[src/rtl/if_stage.sv]
// if_stage: instruction fetch stage of the MIPS core.
// Owns the PC and fetches one word at a time from instruction memory over a
// req/ready handshake. Each returned word goes into the IF/ID register, and
// its opcode is passed to the control unit. Hazard stalls and
// branch/jump redirects are handled here.
//
// Ports:
//   clk, rst_n     rising-edge clock, asynchronous active-low reset
//   imem_addr/req  fetch address (word aligned) and request, held until ready
//   imem_ready     memory completes the request this cycle, imem_rdata valid
//   imem_rdata     fetched instruction word
//   stall          hold IF/ID contents (hazard unit)
//   branch_taken   redirect to branch_target (wins over jump)
//   jump           redirect to {pc_plus4[31:28], jump_index, 2'b00}
//   instr/opcode   IF/ID instruction and its [31:26] field
//   pc_plus4       IF/ID PC+4 of instr
//   valid          IF/ID holds a real instruction
module if_stage #(
  parameter logic [31:0] RESET_PC = 32'h0000_0000
) (
  input  logic        clk,
  input  logic        rst_n,
  output logic [31:0] imem_addr,
  output logic        imem_req,
  input  logic        imem_ready,
  input  logic [31:0] imem_rdata,
  input  logic        stall,
  input  logic        branch_taken,
  input  logic [31:0] branch_target,
  input  logic        jump,
  input  logic [25:0] jump_index,
  output logic [31:0] instr,
  output logic [5:0]  opcode,
  output logic [31:0] pc_plus4,
  output logic        valid
);

  // FETCH: a request for pc is outstanding.
  // HOLD:  a word fetched during a stall waits in the skid register, and no request is made.
  // DRAIN: a redirect arrived while a request was pending. The memory
  //        response is awaited and then discarded before fetching redir_pc.
  typedef enum logic [1:0] {
    S_FETCH = 2'b00,
    S_HOLD  = 2'b01,
    S_DRAIN = 2'b10
  } state_e;

  state_e      state_q, state_d;
  logic [31:0] pc_q, pc_d;
  logic [31:0] instr_q, instr_d;
  logic [31:0] pc_plus4_q, pc_plus4_d;
  logic        valid_q, valid_d;
  logic [31:0] skid_q, skid_d;
  logic [31:0] skid_pc4_q, skid_pc4_d;
  logic [31:0] redir_pc_q, redir_pc_d;

  logic        redirect;
  logic [31:0] target;
  logic [31:0] pc_inc;

  always_comb begin
    redirect = branch_taken | jump;
    // The jump region comes from the PC+4 of the ID-stage instruction, which
    // is the instruction currently held in IF/ID.
    target   = branch_taken ? (branch_target & ~32'd3)
                            : {pc_plus4_q[31:28], jump_index, 2'b00};
    pc_inc   = pc_q + 32'd4;

    state_d    = state_q;
    pc_d       = pc_q;
    instr_d    = instr_q;
    pc_plus4_d = pc_plus4_q;
    valid_d    = valid_q;
    skid_d     = skid_q;
    skid_pc4_d = skid_pc4_q;
    redir_pc_d = redir_pc_q;

    case (state_q)
      S_FETCH: begin
        if (imem_ready) begin
          if (redirect) begin
            pc_d    = target;
            instr_d = '0;
            valid_d = 1'b0;
          end else if (stall) begin
            // The word cannot enter IF/ID yet. It is parked so the
            // completed request does not have to be repeated.
            skid_d     = imem_rdata;
            skid_pc4_d = pc_inc;
            pc_d       = pc_inc;
            state_d    = S_HOLD;
          end else begin
            instr_d    = imem_rdata;
            pc_plus4_d = pc_inc;
            valid_d    = 1'b1;
            pc_d       = pc_inc;
          end
        end else begin
          if (redirect) begin
            // The pending request cannot be withdrawn, so its response
            // is drained before the new target is fetched.
            redir_pc_d = target;
            instr_d    = '0;
            valid_d    = 1'b0;
            state_d    = S_DRAIN;
          end else if (!stall) begin
            instr_d = '0;
            valid_d = 1'b0;
          end
        end
      end

      S_HOLD: begin
        if (redirect) begin
          pc_d    = target;
          instr_d = '0;
          valid_d = 1'b0;
          state_d = S_FETCH;
        end else if (!stall) begin
          instr_d    = skid_q;
          pc_plus4_d = skid_pc4_q;
          valid_d    = 1'b1;
          state_d    = S_FETCH;
        end
      end

      S_DRAIN: begin
        instr_d = '0;
        valid_d = 1'b0;
        if (redirect) redir_pc_d = target;
        if (imem_ready) begin
          pc_d    = redirect ? target : redir_pc_q;
          state_d = S_FETCH;
        end
      end

      default: begin
        state_d = S_FETCH;
      end
    endcase
  end

  always_ff @(posedge clk or negedge rst_n) begin
    if (!rst_n) begin
      state_q    <= S_FETCH;
      pc_q       <= RESET_PC & ~32'd3;
      instr_q    <= '0;
      pc_plus4_q <= '0;
      valid_q    <= 1'b0;
      skid_q     <= '0;
      skid_pc4_q <= '0;
      redir_pc_q <= '0;
    end else begin
      state_q    <= state_d;
      pc_q       <= pc_d;
      instr_q    <= instr_d;
      pc_plus4_q <= pc_plus4_d;
      valid_q    <= valid_d;
      skid_q     <= skid_d;
      skid_pc4_q <= skid_pc4_d;
      redir_pc_q <= redir_pc_d;
    end
  end

  assign imem_addr = pc_q;
  assign imem_req  = (state_q != S_HOLD);
  assign instr     = instr_q;
  assign opcode    = instr_q[31:26];
  assign pc_plus4  = pc_plus4_q;
  assign valid     = valid_q;

endmodule

[config.mk]
export PLATFORM = sky130hd
export DESIGN_NAME = if_stage
export DESIGN_NICKNAME = d
export VERILOG_FILES = /design/src/rtl/if_stage.sv
export SDC_FILE = /design/constraint.sdc
export NUM_CORES = 1
export LEC_CHECK = 0
export BUFFER_PORTS_ARGS = -buffer_cell sky130_fd_sc_hd__buf_2
export CELL_PAD_IN_SITES_DETAIL_PLACEMENT = 1
export CELL_PAD_IN_SITES_GLOBAL_PLACEMENT = 1
export CORE_MARGIN = 2
export CORE_UTILIZATION = 45
export DETAILED_ROUTE_END_ITERATION = 7
export MAX_ROUTING_LAYER = met4
export PLACE_DENSITY = 0.95
export SYNTH_ARGS = -nofsm -noshare
export SYNTH_HDL_FRONTEND = slang
export SYNTH_SLANG_ARGS = --single-unit
[constraint.sdc]
create_clock -name clk -period 5.74 [get_ports clk]
set_clock_uncertainty 0.1 [all_clocks]
set_input_delay 1.148 -clock clk [delete_from_list [all_inputs] [get_ports clk]]
set_output_delay 1.148 -clock clk [all_outputs]
set_load 0.05 [all_outputs]
After elaboration in Yosys (flattened, before gate mapping)
Index checks and enable logic that the tools add are counted.
{ "op_classes": {"n_mul": 0, "mux": 37, "shift": 0, "n_eq_ne": 17, "add_sub_neg": 1, "n_reduce_logical": 11, "bitwise": 2, "order_cmp": 0, "n_div": 0} }
{ "ops": {"columns": ["operator", "count"], "rows": [
  ["$mux 32", 19],
  ["$pmux 32 s3", 2],
  ["$pmux 32 s2", 2],
  ["$add 32x3->32 const B", 1],
  ["$ne 2x2->1 const B", 8],
  ["$ne 3x3->1 const B", 5],
  ["$mux 2", 7],
  ["$reduce_and 4->1", 2],
  ["$pmux 2 s3", 1],
  ["$reduce_and 6->1", 1],
  ["$mux 1", 5],
  ["$reduce_and 5->1", 1],
  ["$ne 4x4->1 const B", 1],
  ["$reduce_and 2->1", 2],
  ["$reduce_bool 2->1", 2],
  ["$pmux 1 s3", 1],
  ["$reduce_and 3->1", 1],
  ["$reduce_bool 3->1", 1],
  ["$eq 2x1->1 const B", 1],
  ["$eq 2x2->1 const B", 1],
  ["$logic_not 2->1", 1],
  ["$ne 2x1->1 const B", 1],
  ["$not 1->1", 1],
  ["$or 1x1->1", 1]
]} }
{ "word_totals": {"latch_bits": 0, "n_memories": 0, "input_bits": 96, "regBits": 195, "out_inout_bits": 104, "elab_cells": 76, "mem_bits_rw": 0, "rom_bits": 0} }

Logic depth before layout (Yosys ltp)
Gate-level depths: netlist (run 1).
{ "depth": {"depth_word": 5, "ltp_mapped": 10, "ltp_nobuf": 7} }

Worst setup path after synthesis (run 1)
Ideal clock, no wire load.
{ "synth_timing": {"path_kind": "register to output", "from": "register state_q[1]", "to": "output port imem_req", "stages_incl_launch_ff": 7, "t_required_ns": 4.492, "arrival_ns": 1.729, "slack_ns": 2.763, "n_path_buf": 3, "path_cell_list": "dfrtp_1 inv_1 ha_1 clkbuf_1 clkbuf_1 inv_1 clkbuf_1"} }
{ "synth_via": {"elab_chain_cells": 1} }
{ "synth_rtl": {"columns": ["item", "line", "source"], "rows": [
  ["start, declared", "48", "state_e state_q, state_d;"],
  ["start signal, assigned", "154", "state_q <= state_d;"],
  ["$ne 2x1->1", "166", "assign imem_req = (state_q != S_HOLD);"],
  ["end, declared", "24", "output logic imem_req,"]
]} }
Every way passes these cells.

Worst setup path in the final report (run 1)
{ "layout_timing": {"from": "input port jump", "to": "register redir_pc_q[30]"} }
{ "layout_via": {"elab_chain_cells": 4} }
{ "layout_rtl": {"columns": ["item", "line", "source"], "rows": [
  ["start, declared", "30", "input logic jump,"],
  ["$or 1x1->1 *", "62", "redirect = branch_taken | jump;"],
  ["$mux 32 *", null, null],
  ["$mux 32", null, null],
  ["$pmux 32 s2 *", null, null],
  ["end signal, assigned", "161", "redir_pc_q <= redir_pc_d;"],
  ["end, declared", "55", "logic [31:0] redir_pc_q, redir_pc_d;"]
]} }
Mark *: on every way between the ends. The rest lies on a longest branch, timed or not. The select of a mux whose other input is x is not followed.
A chain may end at the register's enable or synchronous reset.

==> results.json, run 1 <==
{
  "outcome": "finished clean",
  "worstMarginPinSlew_ns": 1.30,
  "synth_top_area_cell": "dfrtp_1",
  "r2r_cells": 7,
  "finalNetCount": 1406,
  "dp_hpwl_um": 24700,
  "period_needed_ns": 3.87,
  "vias": 10200,
  "worst_r2r_endpoint": "imem_addr[22]",
  "via_per_inst": 6.39,
  "startpoint_type": "primary input",
  "synth_top_area_frac": 0.471,
  "ant_nets": 0,
  "path_delay_family": "buffers and inverters",
  "antenna_found_initial": 1,
  "yosysWarnings": 0,
  "synth.avg_cell_area_um2": 8.86,
  "globalplace.congestion": 0.965,
  "drt-total-wl_um": 37300,
  "async_flop_share": 1.00,
  "drt-pass1-iter-count": 5,
  "finalHoldViolCount": 0,
  "htree_levels": 4,
  "drtIter0Drc": 1103,
  "post_drt_wl_per_cell_um": 23.3,
  "die_height_um": 156,
  "relSlewSlack": 0.134,
  "cts_buffer_depth": 2,
  "cts_resized": 0,
  "ff2ff_setup_slack_ns": 2.26,
  "syn_inst": 1170,
  "track_usage": 0.316,
  "die_area_mm2": 0.0243,
  "drv_cap": 0,
  "cp_max_fo": 44,
  "synth-edff-count": 0,
  "end_kind": "flop",
  "worstSetupPathType": "primary input to flop",
  "grt_max_degree": 120,
  "grt_pass1_wl_um": 58700,
  "syn_area_mm2": 0.0104,
  "r2r_start": "state_q[0]",
  "synthTopCellsByCount": "227 x nand2_1, 195 x dfrtp_1, 112 x o21ai_0",
  "drive_gt1_frac": 0.213,
  "die_w_um": 156,
  "power-per-cell-area_mw_per_mm2": 604,
  "power.leakage_uw": 0.00547,
  "fmax_ghz": 0.258,
  "start_util": 0.458,
  "core_mm2": 0.0226,
  "drc_errors": 0,
  "worstHoldPathType": "flop to flop",
  "synth.most_common_cell": "nand2_1",
  "finalPower_uw": 7290,
  "path_depth": 5,
  "std_cell_rows": 55,
  "grt_pass1_vias": 10500,
  "critPathArrivalTime_ns": 4.11,
  "setup_tns_ns": 0,
  "clkLatencyLatePin_ns": 0.45,
  "port_buffers": 197,
  "synth_seq_area_share": 0.471,
  "cts-root-buf": "clkbuf_16",
  "period_share": 0.675,
  "worstPathCellList": "buf_2 -> clkinv_1 -> nor2_1 -> a22oi_1 -> o21ai_0",
  "setup_viol": 0,
  "synthesis.nets": 1271,
  "post_cts_buffers": 0,
  "ios": 200,
  "rsz0062_at_grt": "false",
  "cts_tree": "yes",
  "cts_buffers": 17,
  "synthToLayoutAreaGrowth_pct": 16.4,
  "fill_cells": 2672,
  "cts-hold-fix-buffers": 0,
  "cp_num_buf_inv": 2,
  "startpoint": "jump",
  "slowest_stage": "nor2_1",
  "synth_area_leaders": "dfrtp_1 47%, nand2_1 8.2%, o21ai_0 5.4%, a22oi_1 4.5%, clkbuf_1 2.8%",
  "worst_ep_required_time_ns": 5.98,
  "overflow": 0,
  "synth-seq-cells": 195,
  "endpoint": "redir_pc_q[30]",
  "clock-sinks": 195,
  "max_stage_delay_ns": 0.99,
  "yosys.cell_types.count": 74,
  "diodes": 0,
  "clkSlewWorstSetupHoldPaths_ns": 0.07,
  "peakVddDrop_mv": 0.276,
  "synthFlopType": "dfrtp_1",
  "drv_slew": 0
}
==> metal layers <==
| layer | wire length (um) | share of wire | track usage | up-vias |
|---|---|---|---|---|
| li1 | - | - | - | 4510 |
| met1 | 15500 | 0.42 | 0.421 | 5076 |
| met2 | 17500 | 0.47 | 0.489 | 547 |
| met3 | 2860 | 0.077 | 0.0503 | 115 |
| met4 | 1480 | 0.040 | 0.124 | 0 |
| met5 | 0 | 0 | - | - |
==> power breakdown <==
group	switching, uW	internal (uW)	leakage, uW	total (uW)
clock network	598	640	0.000288	1240
registers	573	1930	0.00248	2510
logic	2530	1020	0.00270	3550
total	3700	3590	0.00547	7290
==> layout by cell type, fill, tap and decap left out, types with 16 or more instances in the layout <==
cell type / netlist / routed
buf_4: 8 / 19
o31ai_1: 37 / 37
nand2_1: 227 / 227
a22oi_1: 62 / 62
clkbuf_16: 0 / 17
nor2_1: 67 / 66
o21ai_0: 112 / 112
xnor2_1: 16 / 16
nor3_1: 23 / 23
buf_2: 9 / 196
mux2i_1: 16 / 16
dfrtp_1: 195 / 195
nand3_1: 26 / 26
a21oi_1: 54 / 54
==> cell families after synthesis <==
group,Yosys count,share of synthesized area
simple gates,419,0.183
flops,195,0.471
buf+inv,114,0.0462
xor+xnor,19,0.0161
compound gates,390,0.249
fa+ha+maj,5,0.00604
mux,28,0.0285
==> layout make-up <==
type / instances / area (um^2) / share of cell area
Multi-Input combinational cell: 861 / 5030 / 0.417
Sequential cell: 195 / 4880 / 0.404
Timing Repair Buffer: 217 / 1160 / 0.0959
Clock buffer: 19 / 453 / 0.0375
Tap cell: 285 / 357 / 0.0295
Clock inverter: 13 / 139 / 0.0115
Inverter: 13 / 48.8 / 0.00404
==> metrics by stage <==
| stage | util | cell area [um^2] | cells | setup slack, ns | hold slack [ns] |
|---|---|---|---|---|---|
| final | 0.533 | 12100 | 1603 | 1.87 | 0.373 |
| after global routing | 0.533 | 12100 | 1603 | 1.68 | 0.402 |
| after CTS | 0.533 | 12100 | 1603 | 1.96 | 0.377 |
| after detailed placement | 0.507 | 11500 | 1571 | 1.63 | 0.360 |
| after global placement | 0.507 | 11500 | 1571 | 1.69 | 0.352 |
| after floorplan | - | 10400 | 1170 | 2.76 | 0.340 |
==> worst min-delay path: cells and delay by family (launching register included) <==
family	cells	cell delay (ns)
AOI/OAI and AO/OA	1	0.05
DFF	1	0.34
and+or+nand+nor	1	0.05
==> state kept, by name, summed over array words and instances (netlist names) <==
name / cells
skid_pc4_q: 32
instr: 32
skid_q: 32
valid: 1
redir_pc_q: 32
pc_plus4: 32
state_q: 2
imem_addr: 32
==> how the worst min path moves through the flow <==
| stage | slack (ns) | startpoint | to | cells after the start |
|---|---|---|---|---|
| 2_1_floorplan | 0.34 | skid_pc4_q[8] | skid_pc4_q[8] | 2 |
| 3_3_place_gp | 0.35 | skid_pc4_q[11] | skid_pc4_q[11] | 2 |
| 3_5_place_dp | 0.36 | instr[6] | instr[6] | 2 |
| 4_1_cts | 0.38 | instr[6] | instr[6] | 2 |
| 5_1_grt | 0.40 | skid_pc4_q[1] | skid_pc4_q[1] | 2 |
| 6_report | 0.37 | instr[6] | instr[6] | 2 |
(Power assumes the default switching activity.)
==> inputs of run 2 (changes only) <==
- CORE_UTILIZATION: 45 -> 42
- PLACE_DENSITY: 0.95 -> 0.92
- clock period: 5.74 -> 3.85 ns (I/O delays scaled with it)
==> results.json, run 2 (synthesis results as in run 1) <==
{
  "outcome": "finished clean",
  "utilization": 0.503,
  "drv_slew": 0,
  "drive_gt1_frac": 0.219,
  "worst_ep_required_time_ns": 4.10,
  "finalHoldViolCount": 0,
  "worstHoldPathType": "primary input to asynchronous set/reset pin",
  "setup_viol": 0,
  "die_area_mm2": 0.0260,
  "post_drt_wl_per_cell_um": 22.2,
  "worstMarginPinSlew_ns": 0.992,
  "relSlewSlack": 0.336,
  "drv_cap": 0,
  "overflow": 0,
  "drtIter0Drc": 911,
  "htree_levels": 4,
  "grt_pass1_wl_um": 58000,
  "grt_max_degree": 89,
  "clkSlewWorstSetupHoldPaths_ns": 0.08,
  "vias": 10200,
  "port_buffers": 197,
  "cp_max_fo": 16,
  "grt_pass1_vias": 10500,
  "multi_input_area_mm2": 0.00504,
  "cts_resized": 0,
  "period_share": 0.805,
  "ios": 200,
  "via_per_inst": 6.15,
  "layout_commonest_cell": "nand2_1",
  "worstSetupPathType": "flop to flop",
  "antenna_found_initial": 1,
  "power.leakage_uw": 0.00552,
  "final_cell_mix": "227 x nand2_1, 196 x buf_2, 195 x dfrtp_1",
  "die_w_um": 161,
  "max_stage_delay_ns": 0.65,
  "ff_latch_area_mm2": 0.00488,
  "drt-total-wl_um": 36700,
  "dp_cells": 1619,
  "die_height_um": 161,
  "drc_errors": 0,
  "track_usage": 0.292,
  "cts_buffers": 17,
  "power-per-cell-area_mw_per_mm2": 884,
  "cts-root-buf": "clkbuf_16",
  "globalplace.congestion": 0.934,
  "cp_num_buf_inv": 0,
  "dp_hpwl_um": 25600,
  "synthToLayoutAreaGrowth_pct": 17.6,
  "path_common_cell": "a2bb2oi_1",
  "fmax_ghz": 0.323,
  "critPathArrivalTime_ns": 3.35,
  "fin_cells": 1652,
  "period_needed_ns": 3.10,
  "ant_nets": 0,
  "finalNetCount": 1415,
  "startpoint_type": "flop",
  "clkLatencyLatePin_ns": 0.45,
  "end_kind": "flop",
  "core_mm2": 0.0242,
  "std_cell_rows": 57,
  "peakVddDrop_mv": 0.335,
  "fill_cells": 2904,
  "clock-sinks": 195,
  "post_cts_buffers": 0,
  "fin_ws_ns": 0.749,
  "cts-hold-fix-buffers": 0,
  "worstPathCellList": "ha_1 -> nand2_1 -> nor2_1 -> a2bb2oi_1 -> a31oi_1 -> a2bb2oi_1",
  "rsz0062_at_grt": "false",
  "slowest_stage": "nor2_1",
  "path_delay_family": "simple AND/OR/NAND/NOR gates",
  "cts_buffer_depth": 2,
  "drt-pass1-iter-count": 5,
  "setup_tns_ns": 0,
  "cts_tree": "yes",
  "start_util": 0.427,
  "dp_slack_ns": 0.844
}
==> run 2: changes by cell type in the layout (fill, tap and decap cells not counted) <==
cell / before / now
buf_12: 1 / 2
bufinv_16: 1 / 0
o21ai_1: 3 / 2
o21ai_2: 0 / 1
clkbuf_8: 3 / 2
buf_4: 19 / 27
clkinvlp_4: 2 / 1
clkinv_2: 1 / 2
clkinv_8: 0 / 1
diode_2: 0 / 1
inv_8: 4 / 5
==> run 2: final cells by class <==
type,instances,share of cell area
antenna,1,0.000205
clock buffer,18,0.0360
clock inverter,14,0.0110
inverter,13,0.00400
multi-input combinational,861,0.413
sequential,195,0.400
tap,324,0.0333
timing repair buffer,226,0.102
==> run 2: path summary, 6_finish.rpt <==
check                           startpoint              to  slack [ns]  depth (start not counted)
worst max register to register  state_q[1]   imem_addr[10]        0.75                          6
worst min register to register    instr[2]        instr[2]        0.38                          2
max in group asynchronous            rst_n   imem_addr[16]        2.52                          2
worst max-delay path            state_q[1]   imem_addr[10]        0.75                          6
worst min-delay path                 rst_n  redir_pc_q[12]        0.29                          1
min in group clk                  instr[2]        instr[2]        0.38                          2
==> run 2: metal layers <==
layer  wire length (um)  global-route usage
met1              15200               0.379
met2              16900               0.443
met3               2690              0.0485
met4               1800               0.145
met5                  0                   -
==> run 2: through the flow <==
stage	power, uW	hold WS, ns	area [um^2]
after CTS	10700	0.315	12200
after global routing	11400	0.330	12200
after floorplan	7180	0.340	10400
final	10800	0.291	12200
after detailed placement	8890	0.361	11600
after global placement	8580	0.353	11600
==> run 2: power breakdown <==
group          total (uW)  switching [uW]  internal [uW]
registers            3690             810           2880
clock network        1780             897            879
logic                5310            3750           1560
==> run 2: worst register-to-register path, delay by kind of cell (launching register included) <==
family          cells  cell delay (ns)
simple gates        2             1.09
compound gates      3             0.69
fa+ha+maj           1             0.60
flops               1             0.53
